**config.mk**
```make
export PLATFORM = sky130hd
export DESIGN_NAME = cmsdk_ahb_master_arbiter64_flat
export DESIGN_NICKNAME = d
export VERILOG_FILES = /design/src/rtl/cmsdk_ahb_pkg.sv /design/src/rtl/cmsdk_ahb_master_arbiter64_if.sv /design/src/rtl/cmsdk_ahb_arb_respbuf.sv /design/src/rtl/cmsdk_ahb_master_arbiter64.sv /design/src/flat_wrapper.sv
export SDC_FILE = /design/constraint.sdc
export NUM_CORES = 1
export LEC_CHECK = 0
export CAP_MARGIN = 20
export CORE_AREA = 2 2 209 211
export CTS_CLUSTER_DIAMETER = 100
export DETAILED_ROUTE_END_ITERATION = 7
export DIE_AREA = 0 0 211 213
export GPL_ROUTABILITY_DRIVEN = 0
export PLACE_DENSITY = 0.64
export SKIP_CTS_REPAIR_TIMING = 1
export SYNTH_ARGS = -nofsm -noshare
export SYNTH_HDL_FRONTEND = slang
export SYNTH_HIERARCHICAL = 1
export SYNTH_SLANG_ARGS = --single-unit
```
**constraint.sdc**
```tcl
create_clock -name HCLK -period 2.5 [get_ports HCLK]
set_input_delay 0.5 -clock HCLK [delete_from_list [all_inputs] [get_ports HCLK]]
set_output_delay 0.5 -clock HCLK [all_outputs]
set_load 0.01 [all_outputs]
```
**src/rtl/cmsdk_ahb_pkg.sv**
```systemverilog
// ---------------------------------------------------------------------------
// cmsdk_ahb_pkg
// Shared AHB encodings for the two-master arbiter slice.
//   TRANS_*  : HTRANS transfer-type codes
//   RESP_*   : HRESP response codes
//   trans_pending() : true when a transfer type asks for an address phase
// ---------------------------------------------------------------------------
package cmsdk_ahb_pkg;

  localparam logic [1:0] TRANS_IDLE   = 2'b00;
  localparam logic [1:0] TRANS_BUSY   = 2'b01;
  localparam logic [1:0] TRANS_NONSEQ = 2'b10;
  localparam logic [1:0] TRANS_SEQ    = 2'b11;

  localparam logic RESP_OKAY  = 1'b0;
  localparam logic RESP_ERROR = 1'b1;

  // NONSEQ and SEQ are the only types that carry a real transfer
  function automatic logic trans_pending(input logic [1:0] trans);
    return (trans != TRANS_IDLE) && (trans != TRANS_BUSY);
  endfunction

endpackage

```
**src/rtl/cmsdk_ahb_master_arbiter64_if.sv**
```systemverilog
// ---------------------------------------------------------------------------
// cmsdk_ahb_master_arbiter64_if
// One 64-bit AHB link (request side plus response side).
//   modport master : view of an AHB master (drives request, receives response)
//   modport slave  : view of an AHB slave  (receives request, drives response)
// The arbiter takes two links as "slave" (one per master) and one as
// "master" (towards the shared slave).
// ---------------------------------------------------------------------------
interface cmsdk_ahb_master_arbiter64_if;

  logic [1:0]  HTRANS;
  logic [31:0] HADDR;
  logic        HWRITE;
  logic [2:0]  HSIZE;
  logic [2:0]  HBURST;
  logic [3:0]  HPROT;
  logic        EXREQ;
  logic [1:0]  MEMATTR;
  logic        HMASTLOCK;
  logic [63:0] HWDATA;
  logic        HREADY;
  logic        HRESP;
  logic        EXRESP;
  logic [63:0] HRDATA;

  modport master (
    output HTRANS, HADDR, HWRITE, HSIZE, HBURST, HPROT, EXREQ, MEMATTR,
           HMASTLOCK, HWDATA,
    input  HREADY, HRESP, EXRESP, HRDATA
  );

  modport slave (
    input  HTRANS, HADDR, HWRITE, HSIZE, HBURST, HPROT, EXREQ, MEMATTR,
           HMASTLOCK, HWDATA,
    output HREADY, HRESP, EXRESP, HRDATA
  );

endinterface

```
**src/rtl/cmsdk_ahb_arb_respbuf.sv**
```systemverilog
// ---------------------------------------------------------------------------
// cmsdk_ahb_arb_respbuf
// Per-master response buffer. When a master loses the address bus in the
// same cycle its data phase completes, the read data is parked here and the
// master is held off until it owns the bus again, at which point the parked
// data is delivered.
//   clk, rst   : clock, synchronous active-high reset
//   selected   : this master is the combinational bus selection
//   data_mine  : the slave's current data phase belongs to this master
//   hready     : slave HREADY
//   pending    : this master is presenting NONSEQ/SEQ
//   hrdata     : slave HRDATA
//   hready_m   : HREADY returned to the master
//   hrdata_m   : HRDATA returned to the master
// ---------------------------------------------------------------------------
module cmsdk_ahb_arb_respbuf (
  input  logic        clk,
  input  logic        rst,
  input  logic        selected,
  input  logic        data_mine,
  input  logic        hready,
  input  logic        pending,
  input  logic [63:0] hrdata,
  output logic        hready_m,
  output logic [63:0] hrdata_m
);

  logic        bufv;
  logic [63:0] buf_data;
  logic        lose;

  // data phase finishing on the slave while the address bus moves away
  assign lose = data_mine && !selected && hready;

  always_ff @(posedge clk) begin
    if (rst) begin
      bufv     <= 1'b0;
      buf_data <= '0;
    end else if (lose) begin
      bufv     <= 1'b1;
      buf_data <= hrdata;
    end else if (selected && hready) begin
      bufv     <= 1'b0;
    end
  end

  // a parked completion hides the slave's HREADY until the master is back
  always_comb begin
    hready_m = 1'b1;
    if (rst)
      hready_m = 1'b1;
    else if (lose)
      hready_m = 1'b0;
    else if (selected)
      hready_m = hready;
    else
      hready_m = !(pending || bufv);
  end

  assign hrdata_m = bufv ? buf_data : hrdata;

endmodule

```
**src/rtl/cmsdk_ahb_master_arbiter64.sv**
```systemverilog
// ---------------------------------------------------------------------------
// cmsdk_ahb_master_arbiter64
// Two-master to one-slave AHB arbiter, 64-bit data, zero added latency.
// Round-robin at transfer granularity; SEQ/BUSY beats and locked sequences
// keep the bus, and an ERROR response blocks hand-over.
//   InitOwner : address-phase owner after reset (0 = M0, 1 = M1)
//   HCLK      : clock
//   HRESET    : synchronous active-high reset
//   m0, m1    : master links (arbiter acts as their slave)
//   s         : link to the shared slave (arbiter acts as its master)
// ---------------------------------------------------------------------------
module cmsdk_ahb_master_arbiter64
  import cmsdk_ahb_pkg::*;
#(
  parameter bit InitOwner = 1'b0
) (
  input  logic                          HCLK,
  input  logic                          HRESET,
  cmsdk_ahb_master_arbiter64_if.slave   m0,
  cmsdk_ahb_master_arbiter64_if.slave   m1,
  cmsdk_ahb_master_arbiter64_if.master  s
);

  logic       addr_owner;
  logic       data_owner;
  logic       data_act;
  logic [1:0] own_trans;
  logic [1:0] oth_trans;
  logic       own_lock;
  logic       grant_other;
  logic       sel;
  logic [1:0] sel_trans;

  // hand-over only at a transfer boundary of the owner, never mid-burst,
  // under lock, during a wait state or inside an ERROR response
  always_comb begin
    own_trans   = addr_owner ? m1.HTRANS : m0.HTRANS;
    oth_trans   = addr_owner ? m0.HTRANS : m1.HTRANS;
    own_lock    = addr_owner ? m1.HMASTLOCK : m0.HMASTLOCK;
    grant_other = s.HREADY && (s.HRESP != RESP_ERROR) && !own_lock &&
                  ((own_trans == TRANS_IDLE) || (own_trans == TRANS_NONSEQ)) &&
                  (oth_trans == TRANS_NONSEQ);
    if (HRESET)
      sel = InitOwner;
    else
      sel = grant_other ? ~addr_owner : addr_owner;
  end

  assign sel_trans   = sel ? m1.HTRANS : m0.HTRANS;

  assign s.HTRANS    = sel_trans;
  assign s.HADDR     = sel ? m1.HADDR     : m0.HADDR;
  assign s.HWRITE    = sel ? m1.HWRITE    : m0.HWRITE;
  assign s.HSIZE     = sel ? m1.HSIZE     : m0.HSIZE;
  assign s.HBURST    = sel ? m1.HBURST    : m0.HBURST;
  assign s.HPROT     = sel ? m1.HPROT     : m0.HPROT;
  assign s.EXREQ     = sel ? m1.EXREQ     : m0.EXREQ;
  assign s.MEMATTR   = sel ? m1.MEMATTR   : m0.MEMATTR;
  assign s.HMASTLOCK = sel ? m1.HMASTLOCK : m0.HMASTLOCK;
  assign s.HWDATA    = data_owner ? m1.HWDATA : m0.HWDATA;

  // address phase accepted: it becomes the next data phase
  always_ff @(posedge HCLK) begin
    if (HRESET) begin
      addr_owner <= InitOwner;
      data_owner <= InitOwner;
      data_act   <= 1'b0;
    end else if (s.HREADY) begin
      addr_owner <= sel;
      data_owner <= sel;
      data_act   <= sel_trans[1];
    end
  end

  // responses only reach the master whose data phase is on the slave
  assign m0.HRESP  = (!HRESET && data_act && !data_owner) ? s.HRESP  : RESP_OKAY;
  assign m0.EXRESP = (!HRESET && data_act && !data_owner) ? s.EXRESP : 1'b0;
  assign m1.HRESP  = (!HRESET && data_act &&  data_owner) ? s.HRESP  : RESP_OKAY;
  assign m1.EXRESP = (!HRESET && data_act &&  data_owner) ? s.EXRESP : 1'b0;

  cmsdk_ahb_arb_respbuf u_buf0 (
    .clk       (HCLK),
    .rst       (HRESET),
    .selected  (sel == 1'b0),
    .data_mine (data_act && (data_owner == 1'b0)),
    .hready    (s.HREADY),
    .pending   (trans_pending(m0.HTRANS)),
    .hrdata    (s.HRDATA),
    .hready_m  (m0.HREADY),
    .hrdata_m  (m0.HRDATA)
  );

  cmsdk_ahb_arb_respbuf u_buf1 (
    .clk       (HCLK),
    .rst       (HRESET),
    .selected  (sel == 1'b1),
    .data_mine (data_act && (data_owner == 1'b1)),
    .hready    (s.HREADY),
    .pending   (trans_pending(m1.HTRANS)),
    .hrdata    (s.HRDATA),
    .hready_m  (m1.HREADY),
    .hrdata_m  (m1.HRDATA)
  );

endmodule

```
**src/flat_wrapper.sv**
```systemverilog
// flat-port wrapper written by rule: the top's interface ports become plain ports
module cmsdk_ahb_master_arbiter64_flat import cmsdk_ahb_pkg::*;
#(
  parameter bit InitOwner = 1'b0
)
  (HCLK, HRESET, m0_HTRANS, m0_HADDR, m0_HWRITE, m0_HSIZE, m0_HBURST, m0_HPROT, m0_EXREQ, m0_MEMATTR, m0_HMASTLOCK, m0_HWDATA, m0_HREADY, m0_HRESP, m0_EXRESP, m0_HRDATA, m1_HTRANS, m1_HADDR, m1_HWRITE, m1_HSIZE, m1_HBURST, m1_HPROT, m1_EXREQ, m1_MEMATTR, m1_HMASTLOCK, m1_HWDATA, m1_HREADY, m1_HRESP, m1_EXRESP, m1_HRDATA, s_HTRANS, s_HADDR, s_HWRITE, s_HSIZE, s_HBURST, s_HPROT, s_EXREQ, s_MEMATTR, s_HMASTLOCK, s_HWDATA, s_HREADY, s_HRESP, s_EXRESP, s_HRDATA);
  cmsdk_ahb_master_arbiter64_if m0_i ();
  cmsdk_ahb_master_arbiter64_if m1_i ();
  cmsdk_ahb_master_arbiter64_if s_i ();
  input  logic HCLK;
  input  logic HRESET;
  input wire logic [$bits(m0_i.HTRANS)-1:0] m0_HTRANS;
  input wire logic [$bits(m0_i.HADDR)-1:0] m0_HADDR;
  input wire logic [$bits(m0_i.HWRITE)-1:0] m0_HWRITE;
  input wire logic [$bits(m0_i.HSIZE)-1:0] m0_HSIZE;
  input wire logic [$bits(m0_i.HBURST)-1:0] m0_HBURST;
  input wire logic [$bits(m0_i.HPROT)-1:0] m0_HPROT;
  input wire logic [$bits(m0_i.EXREQ)-1:0] m0_EXREQ;
  input wire logic [$bits(m0_i.MEMATTR)-1:0] m0_MEMATTR;
  input wire logic [$bits(m0_i.HMASTLOCK)-1:0] m0_HMASTLOCK;
  input wire logic [$bits(m0_i.HWDATA)-1:0] m0_HWDATA;
  output wire logic [$bits(m0_i.HREADY)-1:0] m0_HREADY;
  output wire logic [$bits(m0_i.HRESP)-1:0] m0_HRESP;
  output wire logic [$bits(m0_i.EXRESP)-1:0] m0_EXRESP;
  output wire logic [$bits(m0_i.HRDATA)-1:0] m0_HRDATA;
  input wire logic [$bits(m1_i.HTRANS)-1:0] m1_HTRANS;
  input wire logic [$bits(m1_i.HADDR)-1:0] m1_HADDR;
  input wire logic [$bits(m1_i.HWRITE)-1:0] m1_HWRITE;
  input wire logic [$bits(m1_i.HSIZE)-1:0] m1_HSIZE;
  input wire logic [$bits(m1_i.HBURST)-1:0] m1_HBURST;
  input wire logic [$bits(m1_i.HPROT)-1:0] m1_HPROT;
  input wire logic [$bits(m1_i.EXREQ)-1:0] m1_EXREQ;
  input wire logic [$bits(m1_i.MEMATTR)-1:0] m1_MEMATTR;
  input wire logic [$bits(m1_i.HMASTLOCK)-1:0] m1_HMASTLOCK;
  input wire logic [$bits(m1_i.HWDATA)-1:0] m1_HWDATA;
  output wire logic [$bits(m1_i.HREADY)-1:0] m1_HREADY;
  output wire logic [$bits(m1_i.HRESP)-1:0] m1_HRESP;
  output wire logic [$bits(m1_i.EXRESP)-1:0] m1_EXRESP;
  output wire logic [$bits(m1_i.HRDATA)-1:0] m1_HRDATA;
  output wire logic [$bits(s_i.HTRANS)-1:0] s_HTRANS;
  output wire logic [$bits(s_i.HADDR)-1:0] s_HADDR;
  output wire logic [$bits(s_i.HWRITE)-1:0] s_HWRITE;
  output wire logic [$bits(s_i.HSIZE)-1:0] s_HSIZE;
  output wire logic [$bits(s_i.HBURST)-1:0] s_HBURST;
  output wire logic [$bits(s_i.HPROT)-1:0] s_HPROT;
  output wire logic [$bits(s_i.EXREQ)-1:0] s_EXREQ;
  output wire logic [$bits(s_i.MEMATTR)-1:0] s_MEMATTR;
  output wire logic [$bits(s_i.HMASTLOCK)-1:0] s_HMASTLOCK;
  output wire logic [$bits(s_i.HWDATA)-1:0] s_HWDATA;
  input wire logic [$bits(s_i.HREADY)-1:0] s_HREADY;
  input wire logic [$bits(s_i.HRESP)-1:0] s_HRESP;
  input wire logic [$bits(s_i.EXRESP)-1:0] s_EXRESP;
  input wire logic [$bits(s_i.HRDATA)-1:0] s_HRDATA;
  assign m0_i.HTRANS = m0_HTRANS;
  assign m0_i.HADDR = m0_HADDR;
  assign m0_i.HWRITE = m0_HWRITE;
  assign m0_i.HSIZE = m0_HSIZE;
  assign m0_i.HBURST = m0_HBURST;
  assign m0_i.HPROT = m0_HPROT;
  assign m0_i.EXREQ = m0_EXREQ;
  assign m0_i.MEMATTR = m0_MEMATTR;
  assign m0_i.HMASTLOCK = m0_HMASTLOCK;
  assign m0_i.HWDATA = m0_HWDATA;
  assign m0_HREADY = m0_i.HREADY;
  assign m0_HRESP = m0_i.HRESP;
  assign m0_EXRESP = m0_i.EXRESP;
  assign m0_HRDATA = m0_i.HRDATA;
  assign m1_i.HTRANS = m1_HTRANS;
  assign m1_i.HADDR = m1_HADDR;
  assign m1_i.HWRITE = m1_HWRITE;
  assign m1_i.HSIZE = m1_HSIZE;
  assign m1_i.HBURST = m1_HBURST;
  assign m1_i.HPROT = m1_HPROT;
  assign m1_i.EXREQ = m1_EXREQ;
  assign m1_i.MEMATTR = m1_MEMATTR;
  assign m1_i.HMASTLOCK = m1_HMASTLOCK;
  assign m1_i.HWDATA = m1_HWDATA;
  assign m1_HREADY = m1_i.HREADY;
  assign m1_HRESP = m1_i.HRESP;
  assign m1_EXRESP = m1_i.EXRESP;
  assign m1_HRDATA = m1_i.HRDATA;
  assign s_HTRANS = s_i.HTRANS;
  assign s_HADDR = s_i.HADDR;
  assign s_HWRITE = s_i.HWRITE;
  assign s_HSIZE = s_i.HSIZE;
  assign s_HBURST = s_i.HBURST;
  assign s_HPROT = s_i.HPROT;
  assign s_EXREQ = s_i.EXREQ;
  assign s_MEMATTR = s_i.MEMATTR;
  assign s_HMASTLOCK = s_i.HMASTLOCK;
  assign s_HWDATA = s_i.HWDATA;
  assign s_i.HREADY = s_HREADY;
  assign s_i.HRESP = s_HRESP;
  assign s_i.EXRESP = s_EXRESP;
  assign s_i.HRDATA = s_HRDATA;
  cmsdk_ahb_master_arbiter64 #(.InitOwner(InitOwner)) u_core (.HCLK(HCLK), .HRESET(HRESET), .m0(m0_i), .m1(m1_i), .s(s_i));
endmodule
```
Yosys cells after proc, flatten, opt, wreduce, memory -nomap -nowiden

Cells that the tools add are included.

Output and inout bits: 247
Input port bits: 295
Bits in registers: 132
Logic and storage cells: 75

Bitwise gates (word level): 3
Reduce and logical (&&, ||, !) cells: 31
Eq/ne operators: 4
Multiplexer cells: 31

Operator list:

| cell                 | number |
|---|---|
| $mux W64             | 3 |
| $mux W32             | 1 |
| $mux W1              | 20 |
| $logic_and A1 B1 Y1  | 17 |
| $mux W2              | 4 |
| $reduce_bool A2 Y1   | 4 |
| $logic_not A1 Y1     | 6 |
| $mux W3              | 2 |
| $eq A2 B2 Y1 const B | 2 |
| $mux W4              | 1 |
| $ne A2 B1 Y1 const B | 2 |
| $logic_or A1 B1 Y1   | 3 |
| $not A1 Y1           | 3 |
| $logic_not A2 Y1     | 1 |

Logic depth before layout (Yosys ltp)

Depth in word-level cells: 12
Mapped depth: 10
Gate-level depth less buffers: 6

By module

The synthesis kept the hierarchy.

By module, submodules not included:

| module                     | times used | area an instance (µm²) | cells each | seq. area each (µm²) |
|---|---|---|---|---|
| cmsdk_ahb_arb_respbuf      | 2          | 3731.1                 | 354        | 1301.2 |
| cmsdk_ahb_master_arbiter64 | 1          | 1711.6                 | 152        | 40.0 |

Least setup slack after synthesis

No wires, ideal clock.

Kind: input port to output port
Start point: in s_HRESP
End point: out m1_HREADY
Path buffers: 2
Stages on the path: 8
Path slack: -0.041 ns
Arrival: 2.041 ns
Data required time: 2.000 ns
Cells stage by stage: nor4b_2 -> a31oi_1 -> or3_1 -> buf_6 -> buf_6 -> inv_2 -> nor2_1 -> a221o_1

Longest elaborated chain between the ends: 12
Elaborated cells on any way between the ends: 13
Classes of those cells: 5 x mux; 1 x bitwise; 7 x reduce/logical

Ends and longest elaborated chain:

| what                               | line                             | RTL |
|---|---|---|
| start: declaration                 | flat_wrapper.sv:51               | `input wire logic [$bits(s_i.HRESP)-1:0] s_HRESP;` |
| $not A1 Y1 *                       | cmsdk_ahb_master_arbiter64.sv:40 | `grant_other = s.HREADY && (s.HRESP != RESP_ERROR) && !own_lock &&` |
| $logic_and A1 B1 Y1 * (3 in a row) | cmsdk_ahb_master_arbiter64.sv:40 |  |
| $logic_and A1 B1 Y1 *              | cmsdk_ahb_master_arbiter64.sv:41 | `((own_trans == TRANS_IDLE) \|\| (own_trans == TRANS_NONSEQ)) &&` |
| $mux W1 *                          | cmsdk_ahb_master_arbiter64.sv:46 | `sel = grant_other ? ~addr_owner : addr_owner;` |
| $mux W1 *                          | cmsdk_ahb_master_arbiter64.sv:43 | `if (HRESET)` |
| via u_core.sel                     | cmsdk_ahb_master_arbiter64.sv:31 | `logic sel;` |
| $logic_not A1 Y1                   | cmsdk_ahb_arb_respbuf.sv:33      | `assign lose = data_mine && !selected && hready;` |
| $logic_and A1 B1 Y1 (2 in a row)   | cmsdk_ahb_arb_respbuf.sv:33      |  |
| $mux W1 *                          | cmsdk_ahb_arb_respbuf.sv:52      | `else if (lose)` |
| $mux W1 *                          | cmsdk_ahb_arb_respbuf.sv:50      | `if (rst)` |
| end: declaration                   | flat_wrapper.sv:36               | `output wire logic [$bits(m1_i.HREADY)-1:0] m1_HREADY;` |

Mark *: on every way through the listed nets, which the timed path passes. The rest lies on a longest branch.

Worst setup path after layout

Start point: in m1_HTRANS[0]
End point: out s_HADDR[24]

Longest elaborated chain between the ends: 8
Elaborated cells on any way between the ends: 11
Classes of those cells: 2 x eq/ne; 5 x mux; 4 x reduce/logical

Ends and longest elaborated chain:

| what                                                    | line                             | RTL |
|---|---|---|
| start: declaration                                      | flat_wrapper.sv:26               | `input wire logic [$bits(m1_i.HTRANS)-1:0] m1_HTRANS;` |
| $mux W2                                                 | cmsdk_ahb_master_arbiter64.sv:37 | `own_trans = addr_owner ? m1.HTRANS : m0.HTRANS;` |
| $eq A2 B2 Y1 / $logic_not A2 Y1 (equally long branches) | cmsdk_ahb_master_arbiter64.sv:41 |  |
| $logic_or A1 B1 Y1                                      | cmsdk_ahb_master_arbiter64.sv:41 |  |
| $logic_and A1 B1 Y1                                     | cmsdk_ahb_master_arbiter64.sv:40 |  |
| $logic_and A1 B1 Y1 *                                   | cmsdk_ahb_master_arbiter64.sv:41 |  |
| $mux W1 *                                               | cmsdk_ahb_master_arbiter64.sv:46 |  |
| $mux W1 *                                               | cmsdk_ahb_master_arbiter64.sv:43 |  |
| $mux W32 *                                              | cmsdk_ahb_master_arbiter64.sv:52 | `assign s.HADDR = sel ? m1.HADDR : m0.HADDR;` |
| end: declaration                                        | flat_wrapper.sv:41               | `output wire logic [$bits(s_i.HADDR)-1:0] s_HADDR;` |

Mark *: on every way between the ends. The rest lies on a longest branch, timed or not.

==> summary.txt <==
Status
  – Status: complete, but fails checks
  – Failing checks: negative setup slack

Yosys
  – Ys Warns: 6
  – Main synth FF type: dfxtp_1
  – Largest cells by area after synthesis: dfxtp_1 (29%), mux2_2 (24%), nand2b_1 (18%)
  – Async SR Flop Fraction: 0
  – Synth cell types: 28
  – Seq/Total Area, Yosys: 0.288
  – Count leader, synth: nand2b_1
  – Mapped Area: 9170 um2
  – Post-synth top cells: nand2b_1 (259), mux2_2 (192), dfxtp_1 (132), mux2i_1 (128), mux2_4 (46)
  – Post-synth EDFFs: 0
  – Synthesized net count: 1,155
  – Synth area leader: dfxtp_1
  – Synth Instances: 860
  – Avg Cell Area, Syn: around 11 um2
  – Yosys reg bits: 132
  – Proportion of netlist area held by the largest area contributor: 0.288

Setup path
  – Crit path DAT: 2460 ps
  – RR Endpoint: u_core/u_buf0/buf_data[25]
  – Cell mode on critical path: buf_6
  – CP endpoint kind: output pin
  – Critical path buffers and inverters: 6
  – Register-to-register setup slack: 340 ps
  – CP Cell Sequence: buf_8 -> nor4b_4 -> a31oi_2 -> or3_4 -> clkbuf_16 -> buf_8 -> buf_6 -> buf_6 -> mux2_4 -> buf_6
  – Crit Path Max Fanout: 6
  – R2r worst-path depth: 6
  – CP peak stage delay: roughly 460 ps
  – Largest delay share family, worst path: buffers and inverters
  – Worst R2R Start: u_core/data_owner
  – CP Class: input pin to output pin
  – Startpoint types: input pin
  – Slowest stage cell, crit path: or3_4
  – Required @ worst endpoint: 2000 ps

Hold path
  – Worst hold path endpoint: u_core/u_buf0/buf_data[28]
  – Worst min-delay path class: flop to flop
  – Hold Path Origin: u_core/u_buf0/buf_data[28]
  – Hold path cells: 2

Clock network
  – Root buffer cell: clkbuf_16
  – Num Clock Sinks: 132
  – CTS H-Tree Depth: 4
  – Clk_lat worst skew: 440 ps
  – CTS tree: yes
  – Clock-pin slew on the worst setup and hold paths: 60 ps
  – Num CTS Buffers: 17
  – Deepest clock path buffer count: 2

Drt
  – WL per Instance: ~25 um
  – DR vias: between 8,000 and 9,000
  – DR DRC count: 0
  – DR vias/cell: 4.31
  – Detail Route Antenna Nets: 0
  – Initial DRT Pass Iterations: 5
  – Initial drt markers: 509
  – Total wire length: 49.2 mm

Power
  – Leakage: roughly 7.6 nW
  – Maximum vdd drop: 420 uV
  – Total chip power: 6.36 mW
  – PD cells: 380 nW/um2

Die
  – # IOs: 542
  – # rows: 76
  – Die area: between 40,000 and 50,000 um2
  – Die X: 211 um
  – Die height: 213 um
  – Core Region: 42,700 um2
  – Initial Util: 0.215

Job
  – MaxCap Viol Count: 0

Finish
  – Nets: approximately 1,700
  – Multi-input logic area: about 6000 um2
  – P&R area growth vs syn: 82.4%
  – Number of fill cells: 4,152
  – Layout cells sized above 1: 0.301
  – Register Area: 2650 um2
  – Diode count: 0

Timing
  – Setup violators final: 50
  – Slew margin rel.: 0.419
  – Setup ws final: -461 ps
  – Fmax: 338 MHz
  – Tmin final: a little under 3000 ps
  – Slew Limit Fails: 0
  – Final hold vios: 0
  – RSZ-0062 raised after global routing: true
  – Clock skew: 11.5 ps
  – WHS: about 470 ps
  – Worst-Margin Slew: 871 ps
  – Period Utilization, post-route: 1.18

Placed design
  – Dpl hpwl: 37.8 mm
  – I/O Buffers: 541

GRT
  – GRT Residual Overflow: 0
  – First-pass GRT wire length: 62.4 mm
  – Initial antenna violation count: 0
  – Global Route Usage Sum: 0.198
  – Number of global-route vias before repair: 8,454
  – Largest net degree at the start of global routing: 125
[tightest hold or removal path: stages, from the launching register on]
cell      delay, ps
dfxtp_1         310
nand2b_1         60
mux2i_1          50
[kinds of logic after synthesis]
logic type,count (synthesis),share of synthesized area
AND/OR/NAND/NOR,272,0.185
buffers and inverters,77,0.0646
AO/OA/AOI/OAI,11,0.00900
flip-flops,132,0.288
multiplexers,368,0.453
[cell type report]
type / count / area share
well taps: 546 / 0.0408
repair buffers: 617 / 0.408
multi-input cells: 651 / 0.357
flip-flops and latches: 132 / 0.158
clock inverters: 10 / 0.00591
inverters: 6 / 0.00150
clock buffers: 21 / 0.0281
[sequential cells by signal (all words and copies together) (netlist names)]
register                count
u_core/u_buf0/buf_data     64
u_core/u_buf1/buf_data     64
u_core/data_act             1
u_core/data_owner           1
u_core/u_buf0/bufv          1
u_core/u_buf1/bufv          1
[routing by layer]
metal	vias up	global-route usage	share of wire
met2	322	0.301	0.45
met4	0	0.0743	0.025
met5	-	0	0
met3	27	0.0830	0.086
met1	4120	0.250	0.44
li1	4081	-	-
[layout by cell type (no fill, tap or decap), types with 2 or more instances in the layout]
master,count
mux2_2,193
clkdlybuf4s50_1,303
dfxtp_4,2
and3b_4,2
nand2b_1,259
inv_1,5
buf_8,3
a21oi_1,2
buf_4,66
clkbuf_2,14
buf_16,4
dlymetal6s2s_1,162
a211oi_1,3
mux2_4,47
a221o_1,2
clkinvlp_4,3
buf_12,23
clkinv_4,3
mux2i_1,128
clkbuf_8,3
clkbuf_16,26
dfxtp_1,129
nor2_1,7
inv_4,2
buf_6,32
[where the power goes]
group          leakage [nW]  total, mW  internal (mW)  switching (mW)
clock network         0.272       2.50           1.45            1.05
registers              1.07       2.11           2.11         0.00447
logic                  6.23       1.75           1.05           0.694
total                  7.57       6.36           4.61            1.75
[how the worst max path moves through the flow]
stage	from	endpoint	slack, ps	cells past startpoint
2_1_floorplan	s_HRESP	m1_HREADY	0.2	8
3_3_place_gp	m0_HTRANS[0]	s_HWRITE	-1060	7
3_5_place_dp	m0_HTRANS[0]	s_HADDR[19]	-1130	7
4_1_cts	m0_HTRANS[0]	s_HWRITE	-1150	7
5_1_grt	m1_HTRANS[0]	s_HADDR[24]	-490	10
6_report	m1_HTRANS[0]	s_HADDR[24]	-460	10
[through the flow]
step | area [um2] | util | instances | setup TNS [ps] | worst slack [ps]
2_1_floorplan | 9190 | - | 860 | 0 | 0.168
3_3_place_gp | 15000 | 0.352 | 1904 | -117850 | -1060
3_5_place_dp | 15000 | 0.352 | 1904 | -129140 | -1130
4_1_cts | 15600 | 0.365 | 1935 | -81050 | -1150
5_1_grt | 16700 | 0.392 | 1983 | -16200 | -495
6_report | 16700 | 0.392 | 1983 | -14850 | -461
No activity file was read; power rests on OpenSTA's default activity.
